`src/rtl/match_report_serializer_pkg.sv`:
```
// Shared constants, FSM state type and sizing helper for the match report serializer.
package sad_pkg;

  localparam logic [7:0] HDR_MATCH   = 8'hA5;
  localparam logic [7:0] HDR_TRAILER = 8'h5A;

  typedef enum logic [2:0] {
    ST_IDLE,
    ST_HDR,
    ST_PAY,
    ST_THDR,
    ST_TCNT
  } state_t;

  function automatic int unsigned bytes_for(input int unsigned bits);
    return (bits + 7) / 8;
  endfunction

endpackage

```
`src/rtl/match_report_serializer_fifo.sv`:
```
// Synchronous show-ahead FIFO; a push while full is accepted only with a same-edge pop.
module match_fifo #(
  parameter int unsigned WIDTH = 19,
  parameter int unsigned DEPTH = 8
) (
  input  logic             clock,
  input  logic             reset,
  input  logic             i_push,
  input  logic [WIDTH-1:0] i_push_data,
  input  logic             i_pop,
  output logic [WIDTH-1:0] o_pop_data,
  output logic             o_full,
  output logic             o_empty
);

  localparam int unsigned AW = (DEPTH > 1) ? $clog2(DEPTH) : 1;

  logic [WIDTH-1:0] r_mem [DEPTH];
  logic [AW-1:0]    r_wr;
  logic [AW-1:0]    r_rd;
  logic [AW:0]      r_cnt;
  logic             w_do_push;
  logic             w_do_pop;

  assign o_full     = (r_cnt == (AW+1)'(DEPTH));
  assign o_empty    = (r_cnt == '0);
  assign o_pop_data = r_mem[r_rd];
  assign w_do_pop   = i_pop && !o_empty;
  assign w_do_push  = i_push && (!o_full || w_do_pop);

  always_ff @(posedge clock) begin
    if (w_do_push) r_mem[r_wr] <= i_push_data;
  end

  always_ff @(posedge clock) begin
    if (reset) begin
      r_wr  <= '0;
      r_rd  <= '0;
      r_cnt <= '0;
    end else begin
      if (w_do_push) r_wr <= r_wr + 1'b1;
      if (w_do_pop)  r_rd <= r_rd + 1'b1;
      case ({w_do_push, w_do_pop})
        2'b10:   r_cnt <= r_cnt + 1'b1;
        2'b01:   r_cnt <= r_cnt - 1'b1;
        default: r_cnt <= r_cnt;
      endcase
    end
  end

endmodule

```
`src/rtl/match_report_serializer.sv`:
```
// Queues match coordinates and serialises them as framed records plus an
// end-of-frame trailer over a valid/ready byte stream to the UART transmitter.
module match_report_serializer
  import sad_pkg::*;
#(
  parameter int unsigned X_WIDTH    = 10,
  parameter int unsigned Y_WIDTH    = 9,
  parameter int unsigned DEPTH      = 8,
  parameter bit          FIRST_ONLY = 1'b0
) (
  input  logic               clock,
  input  logic               reset,
  input  logic               frame_start,
  input  logic               frame_done,
  input  logic               match_valid,
  input  logic [X_WIDTH-1:0] match_x,
  input  logic [Y_WIDTH-1:0] match_y,
  output logic [7:0]         tx_data,
  output logic               tx_valid,
  input  logic               tx_ready,
  output logic [X_WIDTH-1:0] last_x,
  output logic [Y_WIDTH-1:0] last_y,
  output logic               last_valid,
  output logic [7:0]         match_count,
  output logic               overflow,
  output logic               busy
);

  localparam int unsigned RW = X_WIDTH + Y_WIDTH;
  localparam int unsigned NB = bytes_for(RW);
  localparam int unsigned PW = NB * 8;
  localparam int unsigned IW = (NB > 1) ? $clog2(NB) : 1;

  state_t            r_state;
  state_t            w_next;
  logic [IW-1:0]     r_idx;
  logic              r_trl;
  logic [7:0]        r_snap;
  logic [7:0]        r_count;
  logic              r_ovf;
  logic              r_found;
  logic              r_last_valid;
  logic [X_WIDTH-1:0] r_last_x;
  logic [Y_WIDTH-1:0] r_last_y;

  logic              w_xfer;
  logic              w_pop;
  logic              w_push;
  logic              w_full;
  logic              w_empty;
  logic [RW-1:0]     w_head;
  logic [PW-1:0]     w_rec_pad;
  logic [7:0]        w_pay_byte;
  logic [7:0]        w_count_base;
  logic [7:0]        w_count_next;

  assign w_xfer = tx_valid && tx_ready;
  assign w_pop  = (r_state == ST_PAY) && w_xfer && (r_idx == IW'(NB - 1));
  // frame_start on the same edge re-arms first-match eligibility before the match is judged
  assign w_push = match_valid && (!FIRST_ONLY || !(r_found && !frame_start));

  assign w_count_base = frame_start ? 8'd0 : r_count;
  assign w_count_next = (match_valid && (w_count_base != 8'hFF)) ? w_count_base + 8'd1
                                                                 : w_count_base;

  match_fifo #(
    .WIDTH (RW),
    .DEPTH (DEPTH)
  ) u_fifo (
    .clock       (clock),
    .reset       (reset),
    .i_push      (w_push),
    .i_push_data ({match_x, match_y}),
    .i_pop       (w_pop),
    .o_pop_data  (w_head),
    .o_full      (w_full),
    .o_empty     (w_empty)
  );

  always_ff @(posedge clock) begin
    if (reset) r_state <= ST_IDLE;
    else       r_state <= w_next;
  end

  always_comb begin
    w_next = r_state;
    unique case (r_state)
      ST_IDLE: begin
        if (!w_empty)   w_next = ST_HDR;
        else if (r_trl) w_next = ST_THDR;
      end
      ST_HDR:  if (w_xfer) w_next = ST_PAY;
      ST_PAY:  if (w_pop)  w_next = ST_IDLE;
      ST_THDR: if (w_xfer) w_next = ST_TCNT;
      ST_TCNT: if (w_xfer) w_next = ST_IDLE;
      default: w_next = ST_IDLE;
    endcase
  end

  assign w_rec_pad = PW'(w_head);

  always_comb begin
    w_pay_byte = '0;
    for (int unsigned b = 0; b < NB; b++) begin
      if (r_idx == IW'(b)) w_pay_byte = w_rec_pad[(NB-1-b)*8 +: 8];
    end
  end

  always_comb begin
    tx_valid = 1'b0;
    tx_data  = '0;
    unique case (r_state)
      ST_HDR:  begin tx_valid = 1'b1; tx_data = HDR_MATCH;   end
      ST_PAY:  begin tx_valid = 1'b1; tx_data = w_pay_byte;  end
      ST_THDR: begin tx_valid = 1'b1; tx_data = HDR_TRAILER; end
      ST_TCNT: begin tx_valid = 1'b1; tx_data = r_snap;      end
      default: ;
    endcase
  end

  always_ff @(posedge clock) begin
    if (reset) begin
      r_idx <= '0;
    end else if ((r_state == ST_PAY) && w_xfer) begin
      r_idx <= w_pop ? '0 : r_idx + 1'b1;
    end
  end

  always_ff @(posedge clock) begin
    if (reset) begin
      r_trl  <= 1'b0;
      r_snap <= '0;
    end else if (frame_done) begin
      r_trl  <= 1'b1;
      r_snap <= w_count_next;
    end else if ((r_state == ST_TCNT) && w_xfer) begin
      r_trl  <= 1'b0;
    end
  end

  always_ff @(posedge clock) begin
    if (reset) begin
      r_count      <= '0;
      r_ovf        <= 1'b0;
      r_found      <= 1'b0;
      r_last_valid <= 1'b0;
      r_last_x     <= '1;
      r_last_y     <= '1;
    end else begin
      r_count <= w_count_next;
      if (frame_start) begin
        r_ovf   <= 1'b0;
        r_found <= 1'b0;
      end
      if (match_valid) begin
        r_found      <= 1'b1;
        r_last_valid <= 1'b1;
        r_last_x     <= match_x;
        r_last_y     <= match_y;
      end
      if (w_push && w_full && !w_pop) r_ovf <= 1'b1;
    end
  end

  assign match_count = r_count;
  assign overflow    = r_ovf;
  assign last_valid  = r_last_valid;
  assign last_x      = r_last_x;
  assign last_y      = r_last_y;
  assign busy        = (r_state != ST_IDLE) || !w_empty || r_trl;

endmodule

```
`config.mk`:
```
export PLATFORM = sky130hd
export DESIGN_NAME = match_report_serializer
export DESIGN_NICKNAME = d
export VERILOG_FILES = /design/src/rtl/match_report_serializer_pkg.sv /design/src/rtl/match_report_serializer_fifo.sv /design/src/rtl/match_report_serializer.sv
export SDC_FILE = /design/constraint.sdc
export NUM_CORES = 1
export LEC_CHECK = 0
export CAP_MARGIN = 40
export CORE_MARGIN = 5
export CORE_UTILIZATION = 60
export DETAILED_ROUTE_END_ITERATION = 6
export DONT_BUFFER_PORTS = 1
export PLACE_DENSITY = 0.73
export SKIP_CTS_REPAIR_TIMING = 1
export SLEW_MARGIN = 20
export SYNTH_ARGS = -nofsm -noshare
export SYNTH_HDL_FRONTEND = slang
export SYNTH_SLANG_ARGS = --single-unit
```
`constraint.sdc`:
```
create_clock -name clock -period 7 [get_ports clock]
set_clock_uncertainty 0.1 [all_clocks]
set_input_delay 2.1 -clock clock [delete_from_list [all_inputs] [get_ports clock]]
set_output_delay 2.1 -clock clock [all_outputs]
set_load 0.005 [all_outputs]
```
==> results of run 1 <==
-- synth_stat cells, types with 3 or more instances --
cell      instances  share of area
a31oi_1           5         0.0037
a21oi_1          22          0.013
a22oi_1           3         0.0027
mux2i_1          29          0.034
xor2_1            7         0.0072
mux4_1           11          0.034
nand3_1          16         0.0094
nand3b_1          4         0.0035
edfxtp_1        152           0.54
nor2b_1          33          0.024
mux4_2           19          0.050
dfxtp_1          56           0.13
nor2_1           39          0.017
xnor2_1           4         0.0041
clkbuf_1         17         0.0075
buf_2             9         0.0053
a211oi_1          6         0.0053
nand2b_1         10         0.0074
buf_4             4         0.0035
nor3_1           13         0.0077
a211o_1          19          0.020
o21ai_0           6         0.0035
nor4_1            6         0.0044
ha_1              6         0.0089
nand2_1          15         0.0066
mux2_2            6         0.0080
and3_1            7         0.0052
-- flip-flops by register name, summed over array words and instances, names as in the netlist, named ones only --
register / cells
r_snap: 8
last_valid: 1
u_fifo.r_rd: 3
overflow: 1
r_trl: 1
last_x: 10
last_y: 9
u_fifo.r_wr: 3
r_state: 3
r_idx: 2
match_count: 8
u_fifo.r_mem: 152
u_fifo.r_cnt: 4
-- logic make-up (layout without fill, tap and decap cells) --
| kind of cell | Yosys count | in the layout | synth area share |
|---|---|---|---|
| mux | 65 | 65 | 0.127 |
| xor+xnor | 11 | 11 | 0.0114 |
| fa+ha+maj | 6 | 6 | 0.00885 |
| compound gates | 74 | 74 | 0.0611 |
| flops | 208 | 208 | 0.670 |
| simple gates | 158 | 158 | 0.100 |
| buf+inv | 35 | 53 | 0.0214 |
-- layout make-up --
| type | instances | area [um2] | share of cell area |
|---|---|---|---|
| well taps | 180 | 225 | 0.0239 |
| repair buffers | 11 | 103 | 0.0109 |
| clock inverters | 7 | 76.3 | 0.00811 |
| multi-input cells | 314 | 2650 | 0.281 |
| clock buffers | 33 | 663 | 0.0705 |
| inverters | 2 | 7.51 | 0.000798 |
| flip-flops and latches | 208 | 5690 | 0.604 |
-- worst max-delay path, cell delays in order (launching register included) --
cell and delay, ns:
dfxtp_1 0.79, buf_4 0.37, nor2b_1 0.37, a22oi_1 0.12
and3_1 0.20, a31oi_1 0.29, o21ai_0 0.19
-- per-stage QoR --
| stage | cells | total power [mW] |
|---|---|---|
| CTS | 755 | 2.66 |
| global route | 755 | 2.74 |
| floorplan | 557 | 1.49 |
| detailed placement | 715 | 1.52 |
| finish | 755 | 2.64 |
| global placement | 714 | 1.51 |
-- worst max path at each step --
stage                         end  slack (ns)
2_1_floorplan  u_fifo.r_mem[0][0]        1.71
3_3_place_gp           tx_data[0]        2.27
3_5_place_dp      u_fifo.r_cnt[2]        2.29
4_1_cts                tx_data[7]        1.93
5_1_grt                tx_data[1]        1.77
6_report               tx_data[7]        1.98
-- routing by layer --
metal | up-vias | part of all wire | global-route usage
met2 | 160 | 0.49 | 0.344
met5 | - | 0 | 0
met3 | 27 | 0.078 | 0.0486
met1 | 2402 | 0.42 | 0.292
li1 | 2165 | - | -
met4 | 0 | 0.018 | 0.0488
-- power groups by stage --
stage | clock, mW | combinational [mW] | sequential, mW
2_1_floorplan | 0 | 0.0960 | 1.40
3_3_place_gp | 0 | 0.104 | 1.41
3_5_place_dp | 0 | 0.107 | 1.41
4_1_cts | 1.17 | 0.108 | 1.39
5_1_grt | 1.23 | 0.120 | 1.39
6_report | 1.15 | 0.108 | 1.39
==> metrics.md, run 1 <==
| Metric | Value |
|---|---|
| P per Cell Area | 281 nW/um2 |
| Worst Path Required | 4.80 ns |
| Std-Cell Rows | 43 |
| WL per Instance | ~23 um |
| Core area | 13900 um2 |
| DRT Wirelength | 17.3 mm |
| End of the worst register-to-register path | u_fifo.r_cnt[3] |
| Worst slack, placed | 2.29 ns |
| Clock latency at the later pin of the worst-skew pair | 0.49 ns |
| Fillers | about 930 |
| First-pass GRT wire length | 26.9 mm |
| Layout Nets | 590 |
| Total Neg Setup Slack | 0 ns |
| Pin count of the biggest net entering global routing | 55 |
| LEAKAGE | approximately 3.1 nW |
| Starting Density | 0.611 |
| Internal power | between 2 and 2.5 mW |
| Share of cells above drive strength 1 | 0.143 |
| Peak VDD IR | 0.000208 V |
| Worst Setup Path Type | reg2out |
| Area post-placement | 8670 um2 |
| Htree depth | 1 |
| Combinational share of power | 0.041 |
| Clk pwr share | 0.435 |
| Hold Crit Endpoint | last_valid |
| Reg clk slew, reported paths | around 0.060 ns |
| Fmax | 0.199 GHz |
| Drt pass-1 iters | 4 |
| CP Capture Type | output port |
| Final Hold Fails | 0 |
| Max-cap violations | 0 |
| Mean Syn Cell Area | 15.2 um2 |
| Antenna viol nets, final | 0 |
| Input/output buffers | 0 |
| Initial antenna violation count | 0 |
| FF+latch count, synth | 208 |
| Reg-to-reg startpoint | r_state[1] |
| Post-synthesis sequential area ratio | 0.670 |
| Worst hold path cell count | 2 |
| CTS max path bufs | 3 |
| Leading cell type in the layout, fill and taps excluded | edfxtp_1 |
| Post-Synthesis Cells | 557 |
| Fraction of registers with async set/reset | 0 |
| Die X | 129 um |
| Synthesis Warnings | 0 |
| Outcome | finished clean |
| Worst Tran Pin Value | 0.728 ns |
| Reg2reg setup slack | 3.51 ns |
| Syn-to-layout area delta | 11.0% |
| Slew Limit Headroom | 0.514 |
| # IOs | 64 |
| Final Instance Area | approximately 9400 um2 |
| CTS Root Cell | clkbuf_16 |
| HP Start | last_valid |
| Total gr overflow | 0 |
| Clock tree from TritonCTS | done |
| CP Launch Type | register |
| # diodes | 0 |
| CTS Sinks | 208 |
| Gpl congestion | 0.801 |
| Total CTS buffers | 22 |
| Vias in the first global route | 4805 |
| Ys flop type | edfxtp_1 |
| DR DRC count | 0 |
| CP arrival | 2.82 ns |
| Post-synthesis instance area | 8480 um2 |
| Reg power frac | 0.524 |
| Syn Nets | 588 |
| Via count | between 4000 and 5000 |
| Netlist cell types | 53 |
| Final core occ | 0.678 |
| Vias per cell | 6.30 |
| Reg2reg path depth | 9 |
| Final setup viols | 0 |
| Worst min path class | reg2reg |
| Final min period | 5.02 ns |
| Post-route clock period utilization | 0.716 |
| EDFF count, synth | 152 |
| Max FO, Critical Path | 15 |
| Most frequent cells in the layout | 152 x edfxtp_1, 54 x dfxtp_1, 36 x nor2_1 |
| Pins Over Slew Limit | 0 |
| DRT iter0 DRCs | 449 |
| P_sw | 540 uW |
| WHS | 0.387 ns |
| HPWL Detailed | 10.2 mm |
| Worst setup margin | 1.98 ns |
| RSZ-0062 raised after global routing | no |
| Net Sw Frac | 0.204 |
| Die footprint | 16600 um2 |
| Die Ht | 129 um |
| Total Routing Usage GR | 0.211 |
Note: power is estimated with default switching activity, not from simulation.
==> run 2, diff against run 1 <==
Clock period 7 ns to 4.9 ns, I/O delays scaled along.
==> metrics.md, run 2 (synthesis gave the netlist of run 1 again) <==
| Metric | Value |
|---|---|
| Total Neg Setup Slack | 0 ns (unchanged) |
| Hold Crit Endpoint | r_snap[0] (was last_valid) |
| DRT Wirelength | 17.3 mm (about the same) |
| CP Launch Type | register (unchanged) |
| CP Capture Type | output port (unchanged) |
| Total power | 3.84 mW (was 2.64 mW) |
| DRT iter0 DRCs | 455 (was 449) |
| Final setup viols | 0 (unchanged) |
| Worst Tran Pin Value | 0.749 ns (was 0.728 ns) |
| Worst Path Buf+Inv | 1 (unchanged) |
| Gpl congestion | 0.826 (was 0.801) |
| HPWL Detailed | 10.3 mm (was 10.2 mm) |
| CTS max path bufs | 3 (unchanged) |
| Cell Chain, Critical Path | buf_4, mux4_1, and3_1, nor4_1, nor2_1 (was buf_4, nor2b_1, a22oi_1, and3_1, a31oi_1, o21ai_0) |
| # IOs | 64 (unchanged) |
| CTS Sinks | 208 (unchanged) |
| Worst min path class | reg2reg (unchanged) |
| Peak VDD IR | 0.000427 V (was 0.000208 V) |
| WL per Instance | 22.9 um (about the same) |
| End of the worst register-to-register path | u_fifo.r_cnt[2] (was u_fifo.r_cnt[3]) |
| Critical-path top delay cell | dfxtp_2 (was dfxtp_1) |
| Biggest register | u_fifo.r_mem (unchanged) |
| Worst Setup Path Type | reg2out (unchanged) |
| Reg2reg path depth | 10 (was 9) |
| Fillers | 935 (was 931) |
| Max FO, Critical Path | 22 (was 15) |
| Total CTS buffers | 22 (unchanged) |
| Area post-placement | 8660 um2 (was 8670 um2) |
| Via count | 4758 (was 4754) |
| Worst hold path cell count | 2 (unchanged) |
| Worst Path Required | 3.33 ns (was 4.80 ns) |
| Fin cells | 755 (unchanged) |
| Die X | 129 um (unchanged) |
| CP arrival | 2.83 ns (was 2.82 ns) |
| Input/output buffers | 0 (unchanged) |
| Max FFs per register | 152 (unchanged) |
| CTS Root Cell | clkbuf_16 (unchanged) |
| Clock latency at the later pin of the worst-skew pair | 0.49 ns (about the same) |
| Reg2reg setup slack | 1.33 ns (was 3.51 ns) |
| Final Instance Area | 9420 um2 (was 9410 um2) |
| Syn-to-layout area delta | 11.1% (was 11.0%) |
| Clock tree from TritonCTS | done (unchanged) |
| # placed instances | 715 (unchanged) |
| P_sw | 773 uW (was 540 uW) |
| Clk pwr share | 0.444 (was 0.435) |
| Pin count of the biggest net entering global routing | 55 (unchanged) |
| Combinational share of power | 0.040 (was 0.041) |
| # diodes | 0 (unchanged) |
| Share of cells above drive strength 1 | 0.143 (unchanged) |
| Post-route clock period utilization | 0.897 |
| Vias per cell | 6.30 (about the same) |
| Net Sw Frac | 0.202 (was 0.204) |
| Core area | 13900 um2 (unchanged) |
| LEAKAGE | 3.15 nW (was 3.14 nW) |
| DR DRC count | 0 (unchanged) |
| Drt pass-1 iters | 5 (was 4) |
| Slew Limit Headroom | 0.496 (was 0.514) |
| Initial antenna violation count | 0 (unchanged) |
| Leading cell type in the layout, fill and taps excluded | edfxtp_1 (unchanged) |
| First-pass GRT wire length | 27.6 mm (was 26.9 mm) |
| Pins Over Slew Limit | 0 (unchanged) |
| HP Start | r_snap[0] (was last_valid) |
| Kind of cell adding the most delay to the critical path | flip-flops (unchanged) |
| Total gr overflow | 0 (unchanged) |
| Outcome | finished clean (unchanged) |
| Internal power | 3.06 mW (was 2.10 mW) |
| Htree depth | 1 (unchanged) |
| Final min period | 4.40 ns |
| Layout Nets | 590 (unchanged) |
| Total Routing Usage GR | 0.215 (was 0.211) |
| Reg power frac | 0.516 (was 0.524) |
| Critical path's largest stage delay | 0.73 ns (was 0.79 ns) |
| Reg clk slew, reported paths | 0.06 ns (about the same) |
| Die Ht | 129 um (unchanged) |
| Die footprint | 16600 um2 (unchanged) |
| Reg-to-reg startpoint | r_state[1] (unchanged) |
| Max-cap violations | 0 (unchanged) |
| Most frequent cells in the layout | 152 x edfxtp_1, 54 x dfxtp_1, 36 x nor2_1 (unchanged) |
| Fmax | 0.227 GHz |
| P per Cell Area | 407 nW/um2 (was 281 nW/um2) |
| Final Hold Fails | 0 (unchanged) |
| Vias in the first global route | 4886 (was 4805) |
| RSZ-0062 raised after global routing | no (unchanged) |
| Starting Density | 0.611 (unchanged) |
| Antenna viol nets, final | 0 (unchanged) |
| Std-Cell Rows | 43 (unchanged) |
-- run 2: cell count changes in the layout (fill, tap and decap cells not counted) --
cell | previous run | this run
clkbuf_8 | 5 | 2
bufinv_16 | 1 | 3
buf_12 | 0 | 1
buf_16 | 1 | 0
clkinv_2 | 3 | 4
clkinv_8 | 1 | 0
inv_6 | 0 | 1
-- run 2: how the worst max path moves through the flow --
stage,end,from,depth (start not counted),slack [ns]
2_1_floorplan,u_fifo.r_mem[0][0],tx_ready,4,0.24
3_3_place_gp,tx_data[1],register,5,1.02
3_5_place_dp,u_fifo.r_cnt[2],tx_ready,10,0.88
4_1_cts,tx_data[1],register,5,0.49
6_report,tx_data[1],register,5,0.50
5_1_grt,tx_data[1],register,5,0.30
-- run 2: per-layer routing --
layer / vias up / wire (um) / track usage
li1: 2164 / - / -
met1: 2383 / 7330 / 0.300
met2: 189 / 8360 / 0.349
met3: 22 / 1360 / 0.0436
met4: 0 / 272 / 0.0605
met5: - / 0 / 0
-- run 2: metrics by stage --
step	util	hold slack, ns	setup WS [ns]
4_1_cts	0.679	0.389	0.491
3_3_place_gp	0.624	0.376	1.02
2_1_floorplan	-	0.358	0.244
5_1_grt	0.679	0.418	0.300
6_report	0.679	0.392	0.503
3_5_place_dp	0.624	0.377	0.881
-- run 2: power by group through the flow --
stage	Sequential (mW)	Clock [mW]	Combinational, mW
after detailed placement	2.02	0	0.153
after global placement	2.01	0	0.148
final	1.98	1.70	0.153
after CTS	1.98	1.73	0.154
after floorplan	2.00	0	0.137
after global routing	1.98	1.82	0.172
-- run 2: layout make-up --
| cell class | count | area (um2) | share of cell area |
|---|---|---|---|
| multi-input cells | 314 | 2650 | 0.281 |
| clock inverters | 10 | 134 | 0.0142 |
| flip-flops and latches | 208 | 5690 | 0.604 |
| inverters | 2 | 7.51 | 0.000797 |
| clock buffers | 30 | 622 | 0.0660 |
| well taps | 180 | 225 | 0.0239 |
| repair buffers | 11 | 95.1 | 0.0101 |
-- run 2: worst reg2reg max path, stage by stage (launching register included) --
cell	delay, ns
dfxtp_1	0.50
nor2b_1	0.59
nand2b_1	0.33
nor4b_1	0.61
ha_1	0.35
xor2_1	0.19
ha_1	0.17
a21oi_1	0.05
xor2_1	0.16
or3_1	0.32
a21oi_1	0.14
==> run 3, diff against run 2 <==
Settings changed: CORE_ASPECT_RATIO set to 1.2, CTS_CLUSTER_DIAMETER set to 30, SETUP_SLACK_MARGIN set to 0.4.
==> metrics.md, run 3 (synthesis gave the netlist of run 1 again) <==
| Metric | Value |
|---|---|
| Max FFs per register | 152 (unchanged) |
| RSZ-0062 raised after global routing | no (unchanged) |
| First-pass GRT wire length | 27.4 mm (was 27.6 mm) |
| Reg power frac | 0.453 (was 0.516) |
| Htree depth | 2 (was 1) |
| Outcome | finished clean (unchanged) |
| Clk pwr share | 0.512 (was 0.444) |
| CTS Sinks | 208 (unchanged) |
| Vias per cell | 6.29 (was 6.30) |
| # placed instances | 708 (was 715) |
| Worst Path Required | 3.33 ns (about the same) |
| Final min period | 4.31 ns (was 4.40 ns) |
| Vias in the first global route | 4916 (was 4886) |
| Max FO, Critical Path | 22 (unchanged) |
| CTS Root Cell | clkbuf_16 (unchanged) |
| Fmax | 0.232 GHz (was 0.227 GHz) |
| DR DRC count | 0 (unchanged) |
| # IOs | 64 (unchanged) |
| Max-cap violations | 0 (unchanged) |
| Die footprint | 16600 um2 (about the same) |
| WL per Instance | 22.1 um (was 22.9 um) |
| Final Hold Fails | 0 (unchanged) |
| LEAKAGE | 3.32 nW (was 3.15 nW) |
| Final setup viols | 0 (unchanged) |
| Leading cell type in the layout, fill and taps excluded | edfxtp_1 (unchanged) |
| DRT Wirelength | 17.0 mm (was 17.3 mm) |
| Total gr overflow | 0 (unchanged) |
| Multi-input gate area | 2660 um2 (was 2650 um2) |
| Gpl congestion | 0.809 (was 0.826) |
| Core area | 13800 um2 (was 13900 um2) |
| Reg clk slew, reported paths | 0.05 ns (was 0.06 ns) |
| CTS max path bufs | 3 (unchanged) |
| Peak VDD IR | 0.000364 V (was 0.000427 V) |
| Total Routing Usage GR | 0.210 (was 0.215) |
| Std-Cell Rows | 47 (was 43) |
| Most frequent cells in the layout | 152 x edfxtp_1, 54 x dfxtp_1, 36 x nor2_1 (unchanged) |
| Worst Setup Path Type | reg2out (unchanged) |
| Internal power | 3.43 mW (was 3.06 mW) |
| CP arrival | 2.74 ns (was 2.83 ns) |
| Total CTS buffers | 35 (was 22) |
| Fin cells | 769 (was 755) |
| CP Capture Type | output port (unchanged) |
| Net Sw Frac | 0.216 (was 0.202) |
| Initial antenna violation count | 0 (unchanged) |
| Combinational share of power | 0.036 (was 0.040) |
| Worst Tran Pin Value | 0.659 ns (was 0.749 ns) |
| Post-route clock period utilization | 0.880 (was 0.897) |
| Input/output buffers | 0 (unchanged) |
| CP Launch Type | register (unchanged) |
| Fillers | 881 (was 935) |
| Register Area | 5690 um2 (unchanged) |
| Via count | 4836 (was 4758) |
| Pins Over Slew Limit | 0 (unchanged) |
| Die X | 119 um (was 129 um) |
| Antenna viol nets, final | 0 (unchanged) |
| Clock tree from TritonCTS | done (unchanged) |
| Syn-to-layout area delta | 15.2% (was 11.1%) |
| Slew Limit Headroom | 0.557 (was 0.496) |
| P per Cell Area | 448 nW/um2 (was 407 nW/um2) |
| HPWL Detailed | 10.4 mm (was 10.3 mm) |
| Starting Density | 0.614 (was 0.611) |
| P_sw | 945 uW (was 773 uW) |
| Worst min path class | reg2reg (unchanged) |
| DRT iter0 DRCs | 421 (was 455) |
| Drt pass-1 iters | 5 (unchanged) |
| Layout Nets | 605 (was 590) |
| Die Ht | 140 um (was 129 um) |
| Share of cells above drive strength 1 | 0.177 (was 0.143) |
| Biggest register | u_fifo.r_mem (unchanged) |
| WHS | 0.384 ns (was 0.392 ns) |
| # diodes | 0 (unchanged) |
| Total Neg Setup Slack | 0 ns (unchanged) |
| Pin count of the biggest net entering global routing | 55 (unchanged) |
| Clock latency at the later pin of the worst-skew pair | 0.47 ns (was 0.49 ns) |
==> run 3: area by class of cell <==
| class | instances | area share |
|---|---|---|
| clock buffer | 40 | 0.0936 |
| clock inverter | 21 | 0.0195 |
| inverter | 2 | 0.000769 |
| multi-input combinational | 314 | 0.272 |
| sequential | 208 | 0.582 |
| tap | 171 | 0.0219 |
| timing repair buffer | 13 | 0.00999 |
==> run 3: path summary, 6_finish.rpt <==
kind,start,end,slack [ns],depth (start not counted)
setup / recovery,register,tx_data[1],0.59,5
hold / removal,r_snap[0],r_snap[0],0.38,2
setup reg to reg,r_state[1],u_fifo.r_cnt[2],1.41,10
hold reg to reg,r_snap[0],r_snap[0],0.38,2
==> run 3: power by group through the flow <==
stage	clock network, mW	registers, mW	logic [mW]
final	2.24	1.98	0.156
after global routing	2.38	1.99	0.170
after CTS	2.27	1.98	0.157
after detailed placement	0	2.02	0.155
after global placement	0	2.01	0.151
after floorplan	0	2.00	0.138
==> run 3: stage by stage <==
step                setup WS [ns]   util  area [um2]  total power [mW]
global route                0.407  0.707        9770              4.53
finish                      0.586  0.707        9770              4.38
CTS                         0.529  0.707        9770              4.41
detailed placement          0.830  0.627        8660              2.17
global placement             1.01  0.627        8660              2.16
floorplan                   0.726      -        8490              2.14
==> run 3: critical path, cell delays in order (launching register included) <==
cell	delay, ns
dfxtp_2	0.72
buf_4	0.40
mux4_1	0.57
and3_1	0.19
nor4_1	0.26
nor2_1	0.12
==> run 3: routing by layer <==
metal / wire [um] / GRT usage
met1: 6980 / 0.280
met2: 8480 / 0.346
met3: 1130 / 0.0456
met4: 418 / 0.0675
met5: 0 / 0
